## src/rtl/clk_div_pkg.sv

```systemverilog
// Shared constants and helpers for the programmable clock divider.
package clk_div_pkg;

  localparam int DEF_CNT_W = 28;

  localparam logic MODE_SQUARE = 1'b0;
  localparam logic MODE_TICK   = 1'b1;

  // A divisor of 0 has no meaning, so it is treated as 1 (event every cycle).
  function automatic logic [63:0] coerce_div(input logic [63:0] d);
    return (d == 64'd0) ? 64'd1 : d;
  endfunction

endpackage

```

## src/rtl/clk_div_prog_if.sv

```systemverilog
// Control/status bundle of the programmable clock divider.
// div_load is a one-cycle request with no ready: it is always accepted on the edge where it is high.
interface clk_div_prog_if #(
  parameter int CNT_W = 28
);
  logic             en;
  logic             div_load;
  logic [CNT_W-1:0] div_value;
  logic             mode_in;
  logic             clk_out;
  logic             tick;
  logic             pending;
  logic [CNT_W-1:0] div_active;

  modport master (
    output en, div_load, div_value, mode_in,
    input  clk_out, tick, pending, div_active
  );

  modport slave (
    input  en, div_load, div_value, mode_in,
    output clk_out, tick, pending, div_active
  );
endinterface

```

## src/rtl/clk_div_core.sv

```systemverilog
// Counter, terminal detect and clk_out/tick output registers.
// mode_next is the mode that will be in force after this edge.
module clk_div_core
  import clk_div_pkg::*;
#(
  parameter int CNT_W = DEF_CNT_W
) (
  input  logic             clk,
  input  logic             reset,
  input  logic             en,
  input  logic             clr,
  input  logic [CNT_W-1:0] div_active,
  input  logic             mode,
  input  logic             mode_next,
  output logic             term,
  output logic             clk_out,
  output logic             tick
);

  logic [CNT_W-1:0] cnt;
  logic [CNT_W-1:0] nxt;

  assign nxt  = cnt + CNT_W'(1);
  assign term = en && (nxt == div_active);

  always_ff @(posedge clk or posedge reset) begin
    if (reset) begin
      cnt     <= '0;
      clk_out <= 1'b0;
      tick    <= 1'b0;
    end else if (clr) begin
      // Idle reload: restart the count cleanly under the new settings.
      cnt  <= '0;
      tick <= 1'b0;
      if (mode_next == MODE_TICK) clk_out <= 1'b0;
    end else if (!en) begin
      tick <= 1'b0;
    end else if (term) begin
      cnt  <= '0;
      // The event acts in the old mode, but a switch to square suppresses the strobe.
      tick <= (mode == MODE_TICK) && (mode_next == MODE_TICK);
      if (mode_next == MODE_TICK)
        clk_out <= 1'b0;
      else if (mode == MODE_SQUARE)
        clk_out <= ~clk_out;
    end else begin
      cnt  <= nxt;
      tick <= 1'b0;
    end
  end

endmodule

```

## src/rtl/clk_div_prog.sv

```systemverilog
// Runtime-programmable divider: shadow/pending reload control around clk_div_core.
// New settings take effect only at a terminal event (or at once while disabled).
module clk_div_prog
  import clk_div_pkg::*;
#(
  parameter int          CNT_W        = DEF_CNT_W,
  parameter int unsigned DEFAULT_DIV  = 50000000,
  parameter bit          DEFAULT_MODE = 1'b0
) (
  input  logic           clk,
  input  logic           reset,
  clk_div_prog_if.slave  bus
);

  logic             term;
  logic             load_now;
  logic             apply_shadow;
  logic [CNT_W-1:0] div_req;
  logic [CNT_W-1:0] div_active;
  logic [CNT_W-1:0] shadow_div;
  logic             mode;
  logic             mode_next;
  logic             shadow_mode;
  logic             pending;

  assign div_req      = CNT_W'(coerce_div(64'(bus.div_value)));
  // A load while idle or on the wrap edge skips the shadow entirely.
  assign load_now     = bus.div_load && (!bus.en || term);
  assign apply_shadow = term && pending;

  always_comb begin
    mode_next = mode;
    if (load_now)
      mode_next = bus.mode_in;
    else if (apply_shadow)
      mode_next = shadow_mode;
  end

  always_ff @(posedge clk or posedge reset) begin
    if (reset) begin
      div_active  <= CNT_W'(DEFAULT_DIV);
      mode        <= DEFAULT_MODE;
      shadow_div  <= '0;
      shadow_mode <= 1'b0;
      pending     <= 1'b0;
    end else if (load_now) begin
      div_active <= div_req;
      mode       <= bus.mode_in;
      pending    <= 1'b0;
    end else if (apply_shadow) begin
      div_active <= shadow_div;
      mode       <= shadow_mode;
      pending    <= 1'b0;
    end else if (bus.div_load) begin
      shadow_div  <= div_req;
      shadow_mode <= bus.mode_in;
      pending     <= 1'b1;
    end
  end

  clk_div_core #(
    .CNT_W (CNT_W)
  ) u_core (
    .clk        (clk),
    .reset      (reset),
    .en         (bus.en),
    .clr        (bus.div_load && !bus.en),
    .div_active (div_active),
    .mode       (mode),
    .mode_next  (mode_next),
    .term       (term),
    .clk_out    (bus.clk_out),
    .tick       (bus.tick)
  );

  assign bus.pending    = pending;
  assign bus.div_active = div_active;

endmodule
```

## src/flat_wrapper.sv

```systemverilog
// flat-port wrapper written by rule: the top's interface ports become plain ports
module clk_div_prog_flat import clk_div_pkg::*;
#(
  parameter int          CNT_W        = DEF_CNT_W,
  parameter int unsigned DEFAULT_DIV  = 50000000,
  parameter bit          DEFAULT_MODE = 1'b0
)
  (clk, reset, bus_en, bus_div_load, bus_div_value, bus_mode_in, bus_clk_out, bus_tick, bus_pending, bus_div_active);
  clk_div_prog_if #(.CNT_W(CNT_W)) bus_i ();
  input  logic clk;
  input  logic reset;
  input wire logic [$bits(bus_i.en)-1:0] bus_en;
  input wire logic [$bits(bus_i.div_load)-1:0] bus_div_load;
  input wire logic [$bits(bus_i.div_value)-1:0] bus_div_value;
  input wire logic [$bits(bus_i.mode_in)-1:0] bus_mode_in;
  output wire logic [$bits(bus_i.clk_out)-1:0] bus_clk_out;
  output wire logic [$bits(bus_i.tick)-1:0] bus_tick;
  output wire logic [$bits(bus_i.pending)-1:0] bus_pending;
  output wire logic [$bits(bus_i.div_active)-1:0] bus_div_active;
  assign bus_i.en = bus_en;
  assign bus_i.div_load = bus_div_load;
  assign bus_i.div_value = bus_div_value;
  assign bus_i.mode_in = bus_mode_in;
  assign bus_clk_out = bus_i.clk_out;
  assign bus_tick = bus_i.tick;
  assign bus_pending = bus_i.pending;
  assign bus_div_active = bus_i.div_active;
  clk_div_prog #(.CNT_W(CNT_W), .DEFAULT_DIV(DEFAULT_DIV), .DEFAULT_MODE(DEFAULT_MODE)) u_core (.clk(clk), .reset(reset), .bus(bus_i));
endmodule
```

## config.mk

```make
export PLATFORM = sky130hd
export DESIGN_NAME = clk_div_prog_flat
export DESIGN_NICKNAME = d
export VERILOG_FILES = /design/src/rtl/clk_div_pkg.sv /design/src/rtl/clk_div_prog_if.sv /design/src/rtl/clk_div_core.sv /design/src/rtl/clk_div_prog.sv /design/src/flat_wrapper.sv
export SDC_FILE = /design/constraint.sdc
export NUM_CORES = 1
export LEC_CHECK = 0
export CORE_MARGIN = 1
export CORE_UTILIZATION = 50
export CTS_BUF_LIST = sky130_fd_sc_hd__clkbuf_8
export DETAILED_ROUTE_END_ITERATION = 12
export PLACE_DENSITY_LB_ADDON = 0.1
export SYNTH_ARGS = -nofsm -noshare
export SYNTH_HDL_FRONTEND = slang
export SYNTH_SLANG_ARGS = --single-unit
export TNS_END_PERCENT = 30
```

## constraint.sdc

```tcl
create_clock -name clk -period 4.1 [get_ports clk]
set_input_delay 0.615 -clock clk [delete_from_list [all_inputs] [get_ports clk]]
set_output_delay 0.615 -clock clk [all_outputs]
set_load 0.05 [all_outputs]
```

==> results of run 1 <==
## through the flow
step | std cells | setup WS, ps
2_1_floorplan | 540 | 633
3_3_place_gp | 710 | 251
3_5_place_dp | 710 | 126
4_1_cts | 726 | 79.5
5_1_grt | 726 | 10.3
6_report | 726 | 207
## how the worst max path moves through the flow
stage          slack (ps)                     to  cells past startpoint
4_1_cts                80   u_core.shadow_div[0]                     12
3_5_place_dp          130  u_core.shadow_div[17]                     12
3_3_place_gp          250  u_core.u_core.clk_out                     12
6_report              210   u_core.shadow_div[7]                     12
2_1_floorplan         630  u_core.shadow_div[18]                     15
5_1_grt                10  u_core.u_core.clk_out                     12
## layer usage
metal,routed length (um),part of all wire,vias up
met3,729,0.053,23
li1,-,-,2021
met1,6300,0.46,2096
met5,0,0,-
met2,6360,0.46,152
met4,304,0.022,0
## cell type report
cell class / count / area, um2 / area share
multi-input combinational: 403 / 2680 / 0.440
sequential: 89 / 2240 / 0.368
timing repair buffer: 76 / 766 / 0.126
tap: 133 / 166 / 0.0273
clock buffer: 9 / 124 / 0.0203
clock inverter: 7 / 78.8 / 0.0129
inverter: 9 / 35.0 / 0.00575
## worst register-to-register path, delay by kind of cell, from the launching register on
family                     cells  cell delay, ps
buffers and inverters          1             220
adders and majority gates      1             300
muxes                          1             370
and+or+nand+nor                7            1980
DFF                            1             470
AOI/OAI and AO/OA              2             440
## sequential cells by signal, summed over array words and instances, names as in the netlist
name and count:
u_core.u_core.clk_out 1, u_core.shadow_div 28, u_core.bus.div_active 28, u_core.u_core.tick 1, u_core.mode 1, u_core.bus.pending 1, u_core.shadow_mode 1, u_core.u_core.cnt 28
## layout by cell type, fill, tap and decap left out, drive strengths merged, types with 5 or more instances in the layout
| master | n |
|---|---|
| and3 | 7 |
| a21oi | 9 |
| clkdlybuf4s50 | 63 |
| nand3 | 22 |
| nand4 | 14 |
| xor2 | 18 |
| mux2 | 28 |
| o31ai | 5 |
| nor3 | 14 |
| nor4 | 14 |
| mux2i | 33 |
| clkbuf | 9 |
| dfstp | 12 |
| o21ai | 63 |
| inv | 11 |
| buf | 13 |
| and4 | 6 |
| nor2 | 29 |
| nand2 | 70 |
| dfrtp | 77 |
| xnor2 | 25 |
## logic make-up after synthesis
| group | Yosys count | synth area share |
|---|---|---|
| adder cells (fa/ha/maj) | 1 | 0.00244 |
| AO/OA/AOI/OAI | 105 | 0.122 |
| AND/OR/NAND/NOR | 193 | 0.192 |
| XOR/XNOR | 43 | 0.0734 |
| flip-flops | 89 | 0.437 |
| multiplexers | 61 | 0.126 |
| buffers and inverters | 48 | 0.0478 |
## report_power, final
group / internal, uW / switching [uW]
sequential: 974 / 97.4
combinational: 206 / 295
clock: 289 / 354
==> flow_summary_export.csv, run 1 <==
group,metric,value,unit
yosys,synth_common_cells,"77 x dfrtp_1, 70 x nand2_1, 46 x o21ai_0",
worst_setup_path,r2r_start,"u_core.u_core.cnt[0]",
die,dieArea,10700,um2
yosys,synth_top_area_frac,0.375,
yosys,synth_area,5130,um2
drt,ant_nets,0,
worst_setup_path,critPathCaptureType,"register",
die,core.rowCount,36,
clocking,cts-resized-gates,0,
drt,num_vias,4292,
cells_and_area,n_antenna_cell,0,
clocking,clk-insertion-delay-late,360,ps
global_routing,grt_use_total,0.275,
clocking,cts_max_path_buffers,2,
drt,drt_pass1_iterations,7,
power,p_leak,0.00232,uW
worst_setup_path,critPathBufInv,1,
worst_setup_path,cpMostUsedCell,"nand2_1",
cells_and_area,utilization,0.617,
worst_setup_path,reg2reg_depth,12,
yosys,synth_seq_cells,89,
yosys,synth_edf_count,0,
hold_path,min_path_type,"register to register",
clocking,h-tree-depth,3,
worst_setup_path,worstSetupPathType,"register to register",
cells_and_area,fin_area,6090,um2
yosys,syn_area_per_cell,9.50,um2
sta,slew_headroom,0.394,
sta,fmax,257,MHz
yosys,syn_nets,574,
hold_path,hold_start,"u_core.shadow_div[24]",
clocking,numCtsBuffers,9,
cells_and_area,fin_nets,622,
sta,setup_viol,0,
yosys,yosysSeqAreaShare,0.437,
clocking,cts.clk_slew.worst_paths,110,ps
global_routing,grt_pass1_vias,4049,
sta,clock_skew,15.1,ps
worst_setup_path,critical-path-max-stage-delay,530,ps
die,die_y,103,um
status,outcome,"completed",
global_routing,overflow,0,
yosys,ys_top_cells_by_area,"dfrtp_1 38%, mux2i_1 6.4%, dfstp_2 6.1%",
worst_setup_path,worstSetupStartpointType,"register",
die,core,9860,um2
yosys,synth_most_common_cell,"dfrtp_1",
drt,drt_iter0_markers,179,
drt,wl_per_cell,18.9,um
clocking,cts_sinks,89,
clocking,postCtsSetupRepairBufs,0,
sta,hold_viol_final,0,
drt,drc_errors,0,
drt,viasPerCell,5.91,
placed_design,place_area,5870,um2
worst_setup_path,timing.rr.end,"u_core.shadow_div[7]",
worst_setup_path,path_cells,"ha_2, nand4_2, or3_1, o21ai_0, nand2_1, nor4_1, o2111ai_2, nor4_4, nor2b_2, nand2_1, buf_12, mux2_2",
power,totalPowerFinal,2220,uW
global_routing,antenna_found_initial,0,
worst_setup_path,arrival,4130,ps
clocking,cts_root_buf,"clkbuf_8",
die,io_pins,64,
worst_setup_path,crit_start,"u_core.u_core.cnt[0]",
sta,fin_hold_ws,504,ps
global_routing,grt_pass1_wl,21800,um
global_routing,met3_usage,0.0282,
die,initial_core_util,0.520,
sta,fin_tns_setup,0,ps
yosys,ys.flop_type,"dfrtp_1",
worst_setup_path,path_max_fanout,25,
cells_and_area,drive_gt1_frac,0.123,
hold_path,min_path_cells,1,
yosys,ys_warn_count,0,
yosys,synth_cell_types,57,
cells_and_area,fillers,817,
sta,drv_slew,0,
hold_path,worstHoldEndpoint,"u_core.shadow_div[24]",
worst_setup_path,slowest_stage,"or3_1",
yosys,synth.largest_area_cell,"dfrtp_1",
cells_and_area,area_delta_synth_final,18.7,%
die,die_w,103,um
clocking,cts_hold_buf,0,
global_routing,met2_usage,0.429,
power,ir_drop,0.202,mV
yosys,async_reset_ff_frac,1.00,
placed_design,port_buffers,63,
sta,period_share,0.950,
drt,wl,13700,um
global_routing,grt_busiest_layer,"met2",
worst_setup_path,reg2reg_slack,210,ps
flow_run,drv_cap,0,
worst_setup_path,worstPathRequired,4340,ps
sta,min_period,3890,ps
yosys,postSynthCellCount,540,
sta,tightest_slew,908,ps
placed_design,hpwl,9970,um
placed_design,routabilityCongestion,0.956,
power,power.density,364,nW/um2
worst_setup_path,timing.critical_path.max_delay_family,"simple AND/OR/NAND/NOR gates",
sta,rsz0062_at_grt,"no",
global_routing,grt_max_degree,50,
clocking,tritoncts,"done",
global_routing,met1_usage,0.398,
No activity file was read; power rests on OpenSTA's default activity.
==> run 2: changes to the inputs <==
--- a/config.mk
+++ b/config.mk
@@ -5,7 +5,7 @@
 export SDC_FILE = /design/constraint.sdc
 export NUM_CORES = 1
 export LEC_CHECK = 0
-export CORE_MARGIN = 1
+export CORE_MARGIN = 2
 export CORE_UTILIZATION = 50
 export CTS_BUF_LIST = sky130_fd_sc_hd__clkbuf_8
 export DETAILED_ROUTE_END_ITERATION = 12
@@ -13,4 +13,3 @@
 export SYNTH_ARGS = -nofsm -noshare
 export SYNTH_HDL_FRONTEND = slang
 export SYNTH_SLANG_ARGS = --single-unit
-export TNS_END_PERCENT = 30
==> flow_summary_export.csv, run 2 (synthesized netlist as in run 1, its figures left out) <==
group,metric,value,unit
clocking,cts_max_path_buffers,2,
sta,fin_tns_setup,0,ps
hold_path,min_path_type,"register to register",
clocking,cts_sinks,89,
hold_path,hold_start,"u_core.shadow_div[24]",
power,power.density,363,nW/um2
placed_design,hpwl,10000,um
cells_and_area,area_delta_synth_final,18.5,%
cells_and_area,utilization,0.617,
clocking,tritoncts,"done",
sta,min_period,3830,ps
worst_setup_path,arrival,4130,ps
clocking,postCtsSetupRepairBufs,0,
worst_setup_path,critPathBufInv,1,
drt,drc_errors,0,
global_routing,grt_pass1_vias,4143,
global_routing,antenna_found_initial,0,
clocking,clk-insertion-delay-late,360,ps
placed_design,routabilityCongestion,0.878,
sta,fmax,261,MHz
worst_setup_path,critical-path-max-stage-delay,690,ps
worst_setup_path,worstSetupStartpointType,"register",
sta,rsz0062_at_grt,"no",
drt,ant_nets,0,
cells_and_area,fin_nets,620,
die,die_y,105,um
cells_and_area,n_antenna_cell,0,
drt,drt_pass1_iterations,5,
global_routing,grt_pass1_wl,22400,um
sta,period_share,0.933,
worst_setup_path,r2r_start,"u_core.u_core.cnt[0]",
clocking,cts-resized-gates,0,
die,die_w,105,um
drt,wl,13900,um
die,core.rowCount,36,
drt,viasPerCell,5.88,
clocking,cts.clk_slew.worst_paths,100,ps
drt,drt_iter0_markers,293,
sta,clock_skew,9.11,ps
worst_setup_path,path_cells,"ha_2, nand4_2, or2_2, nor2_1, xnor2_1, o211ai_1, or4_1, nor4_4, buf_12, mux2i_1, o221ai_1, o21ai_1",
sta,drv_slew,0,
drt,num_vias,4256,
power,p_leak,0.00232,uW
status,outcome,"completed",
worst_setup_path,timing.critical_path.max_delay_family,"simple AND/OR/NAND/NOR gates",
sta,hold_viol_final,0,
drt,wl_per_cell,19.1,um
power,ir_drop,0.276,mV
worst_setup_path,critPathCaptureType,"register",
cells_and_area,final_common_cell,"dfrtp_1",
cells_and_area,reg_top3,"u_core.bus.div_active x28, u_core.shadow_div x28, u_core.u_core.cnt x28",
flow_run,drv_cap,0,
die,dieArea,11100,um2
worst_setup_path,worstSetupPathType,"register to register",
sta,tightest_slew,924,ps
clocking,h-tree-depth,3,
global_routing,grt_use_total,0.259,
worst_setup_path,slowest_stage,"or4_1",
die,initial_core_util,0.520,
sta,setup_viol,0,
clocking,numCtsBuffers,9,
clocking,cts_root_buf,"clkbuf_8",
cells_and_area,drive_gt1_frac,0.120,
sta,fin_hold_ws,499,ps
die,io_pins,64,
cells_and_area,fin_cells,724,
sta,slew_headroom,0.383,
global_routing,overflow,0,
cells_and_area,fillers,879,
die,core,9860,um2
placed_design,port_buffers,63,
worst_setup_path,path_max_fanout,29,
placed_design,dpl.cell_count,708,
worst_setup_path,worstPathRequired,4400,ps
clocking,cts_hold_buf,0,
worst_setup_path,crit_start,"u_core.u_core.cnt[0]",
global_routing,grt_max_degree,58,
cells_and_area,layout_common_cells,"77 x dfrtp_1, 70 x nand2_1, 63 x clkdlybuf4s50_1, 46 x o21ai_0, 33 x mux2i_1",
==> run 2: layer usage <==
layer | track usage | wire [um]
met5 | 0 | 0
met4 | 0.0743 | 270
met3 | 0.0482 | 713
met2 | 0.411 | 6630
met1 | 0.363 | 6250
==> run 2: worst reg2reg max path, cell delays in order, from the launching register on <==
cell	delay [ps]
dfrtp_1	470
ha_2	310
nand4_2	230
or2_2	410
nor2_1	230
xnor2_1	190
o211ai_1	100
or4_1	690
nor4_4	320
buf_12	270
mux2i_1	290
o221ai_1	180
o21ai_1	90
==> run 2: cell type report <==
cell class	count	area, um2	area share
Timing Repair Buffer	74	751	0.123
Clock buffer	9	124	0.0204
Inverter	9	35.0	0.00576
Tap cell	133	166	0.0274
Sequential cell	89	2240	0.369
Clock inverter	7	76.3	0.0125
Multi-Input combinational cell	403	2690	0.442
==> run 2: where the power goes <==
part / leakage (uW) / switching, uW / internal, uW / total (uW)
registers: 0.00110 / 99.9 / 974 / 1070
logic: 0.00111 / 297 / 206 / 504
clock network: 0.000102 / 343 / 288 / 630
total: 0.00232 / 740 / 1470 / 2210
==> run 2: worst paths after layout <==
path | end | slack, ps | cells after the start
worst max-delay path | u_core.u_core.clk_out | 270 | 12
min in group asynchronous | u_core.bus.div_active[9] | 750 | 2
worst max register to register | u_core.u_core.clk_out | 270 | 12
max in group asynchronous | u_core.bus.div_active[17] | 2510 | 3
worst min register to register | u_core.shadow_div[24] | 500 | 1
worst min-delay path | u_core.shadow_div[24] | 500 | 1
==> run 2: per-stage QoR <==
| stage | setup WS, ps | total power, uW | cell area, um2 |
|---|---|---|---|
| CTS | 228 | 2220 | 6060 |
| global route | 58.2 | 2310 | 6080 |
| finish | 273 | 2210 | 6080 |
| detailed placement | 258 | 1590 | 5860 |
| floorplan | 633 | 1390 | 5130 |
| global placement | 387 | 1580 | 5860 |
==> patch: new RTL, config.mk and constraints of run 1 <==
`DEFAULT_DIV` is set to 50000000 in 2 places; all go to 33554432.
--- a/src/rtl/clk_div_prog.sv
+++ b/src/rtl/clk_div_prog.sv
@@ -4,7 +4,7 @@
   import clk_div_pkg::*;
 #(
   parameter int          CNT_W        = DEF_CNT_W,
-  parameter int unsigned DEFAULT_DIV  = 50000000,
+  parameter int unsigned DEFAULT_DIV  = 33554432,
   parameter bit          DEFAULT_MODE = 1'b0
 ) (
   input  logic           clk,
--- a/src/flat_wrapper.sv
+++ b/src/flat_wrapper.sv
@@ -2,7 +2,7 @@
 module clk_div_prog_flat import clk_div_pkg::*;
 #(
   parameter int          CNT_W        = DEF_CNT_W,
-  parameter int unsigned DEFAULT_DIV  = 50000000,
+  parameter int unsigned DEFAULT_DIV  = 33554432,
   parameter bit          DEFAULT_MODE = 1'b0
 )
   (clk, reset, bus_en, bus_div_load, bus_div_value, bus_mode_in, bus_clk_out, bus_tick, bus_pending, bus_div_active);
Function: changed (a bounded check fails within 4 cycles, from zero or initial values and one cycle with reset high).
==> patch against run 1 <==
  * Sequential cell count did not move
  * Non-clock buffer count rose by 1
  * Final area fell by 0.37%
  * Worst setup slack improved by 64 ps
  * Synthesized cell count did not move
  * Area after synthesis fell by 0.27%
  * Power fell by 2.9%
  * Routed wire length barely moved
  * Global-route usage rose by 0.70 points
  * Die area fell by 0.26%
  * Highest routed layer unchanged
==> patch: results (changes against run 1) <==
Synthesis
  – Post-synthesis sequential area ratio: 43.53% (-0.15 points)
  – Most frequent cells after synthesis: 88 x dfrtp_1, 70 x nand2_1, 46 x o21ai_0, 33 x mux2i_1, 29 x nor2_1
  – Syn_area_per_cell: 9.479 um^2 (-0.27%)
  – Ranking of synthesized cells by area: dfrtp_1 43%, mux2i_1 6.5%, nand2_1 5.1%

Place
  – Worst slack, placed: 240.6 ps (+115.1 ps)
  – Post-DP HPWL: 9944 um (-0.23%)
  – RePlAce Congestion: 0.9619 (+0.63%)

Routing
  – First-pass detailed-route iteration total: 5 (-2)
  – Initial DRC count: 253 (+41%)
  – WL met3: 581 um (-20%)
  – Total wire length: 13690 um (about the same)
  – Wire length on met1: 6366 um (+1.1%)
  – Vias per cell: 5.935 (+0.40%)
  – Wire per inst: 18.83 um (-0.17%)

Power
  – Sw Ratio: 34.21% (+0.50 points)
  – Leakage: 0.002328 uW (+0.28%)
  – Clk pwr share: 27.0% (-2.0 points)
  – Combinational cell power: 510 uW (+2%)

Worst setup path
  – CP Data Arrival Time: 4120 ps (about the same)
  – Critical Path Fanout Max: 29 (+16%)
  – CP dominant cell by count: mux2i_1
  – R2r setup slk: 270 ps (+60 ps)

Global routing
  – First-pass GRT wire length: 22200 um (+2.0%)
  – Met3 usage: 4.301% (+1.5 points)
  – Vias in the first global route: 4230 (+4.5%)
  – Pin count of the biggest net entering global routing: 59 (+18%)
  – GR met1 Demand/Resource: 39.45% (-0.38 points)

Timing
  – Final worst slack: 270.5 ps (+63.92 ps)
  – Final hold slack: 503.7 ps (+0.1810 ps)

Layout
  – Fillers: 833 (+2.0%)
  – Layout cells sized above 1: 10.77% (-1.5 points)

Min path
  – Worst Hold Path EP: u_core.shadow_div[22]$_DFFE_PP0P_

Run status
  – Outcome: finished clean
==> patch: area by class of cell <==
type                            instances  area, um^2  area share [%]
Tap cell                              133       166.4           2.742
Inverter                                9       35.03          0.5773
Sequential cell                        89        2228           36.72
Timing Repair Buffer                   77       773.2           12.74
Clock buffer                           10       137.6           2.268
Clock inverter                          6       48.80          0.8041
Multi-Input combinational cell        403        2679           44.14
==> patch: per-stage QoR <==
step	instance area [um^2]	power [uW]	setup TNS, ps
3_5_place_dp	5867	1584	0
2_1_floorplan	5119	1377	0
6_report	6068	2151	0
3_3_place_gp	5867	1571	0
4_1_cts	6053	2166	0
5_1_grt	6068	2250	-78.80
==> patch: kinds of logic after synthesis <==
family | share of synthesized area (%)
flops | 43.53
simple gates | 19.21
mux | 12.61
xor+xnor | 7.358
buf+inv | 4.791
fa+ha+maj | 0.2444
compound gates | 12.25
==> patch: how the worst max path moves through the flow <==
stage | from | to | cells past startpoint
floorplan | u_core.u_core.cnt[0]$_DFFE_PP0P_ | u_core.shadow_div[18]$_DFFE_PP0P_ | 15
global placement | u_core.u_core.cnt[0]$_DFFE_PP0P_ | u_core.shadow_div[8]$_DFFE_PP0P_ | 12
detailed placement | u_core.u_core.cnt[0]$_DFFE_PP0P_ | u_core.u_core.clk_out$_DFFE_PP0P_ | 12
CTS | u_core.u_core.cnt[0]$_DFFE_PP0P_ | u_core.u_core.clk_out$_DFFE_PP0P_ | 12
global route | u_core.u_core.cnt[0]$_DFFE_PP0P_ | u_core.u_core.clk_out$_DFFE_PP0P_ | 12
finish | u_core.u_core.cnt[0]$_DFFE_PP0P_ | u_core.u_core.clk_out$_DFFE_PP0P_ | 12
==> patch: repair_timing <==
action,4_1_cts,5_1_grt
gates resized for setup,0,3
setup endpoints to repair,0,2
hold buffers,0,0
setup buffers,0,0
hold endpoints to repair,0,0
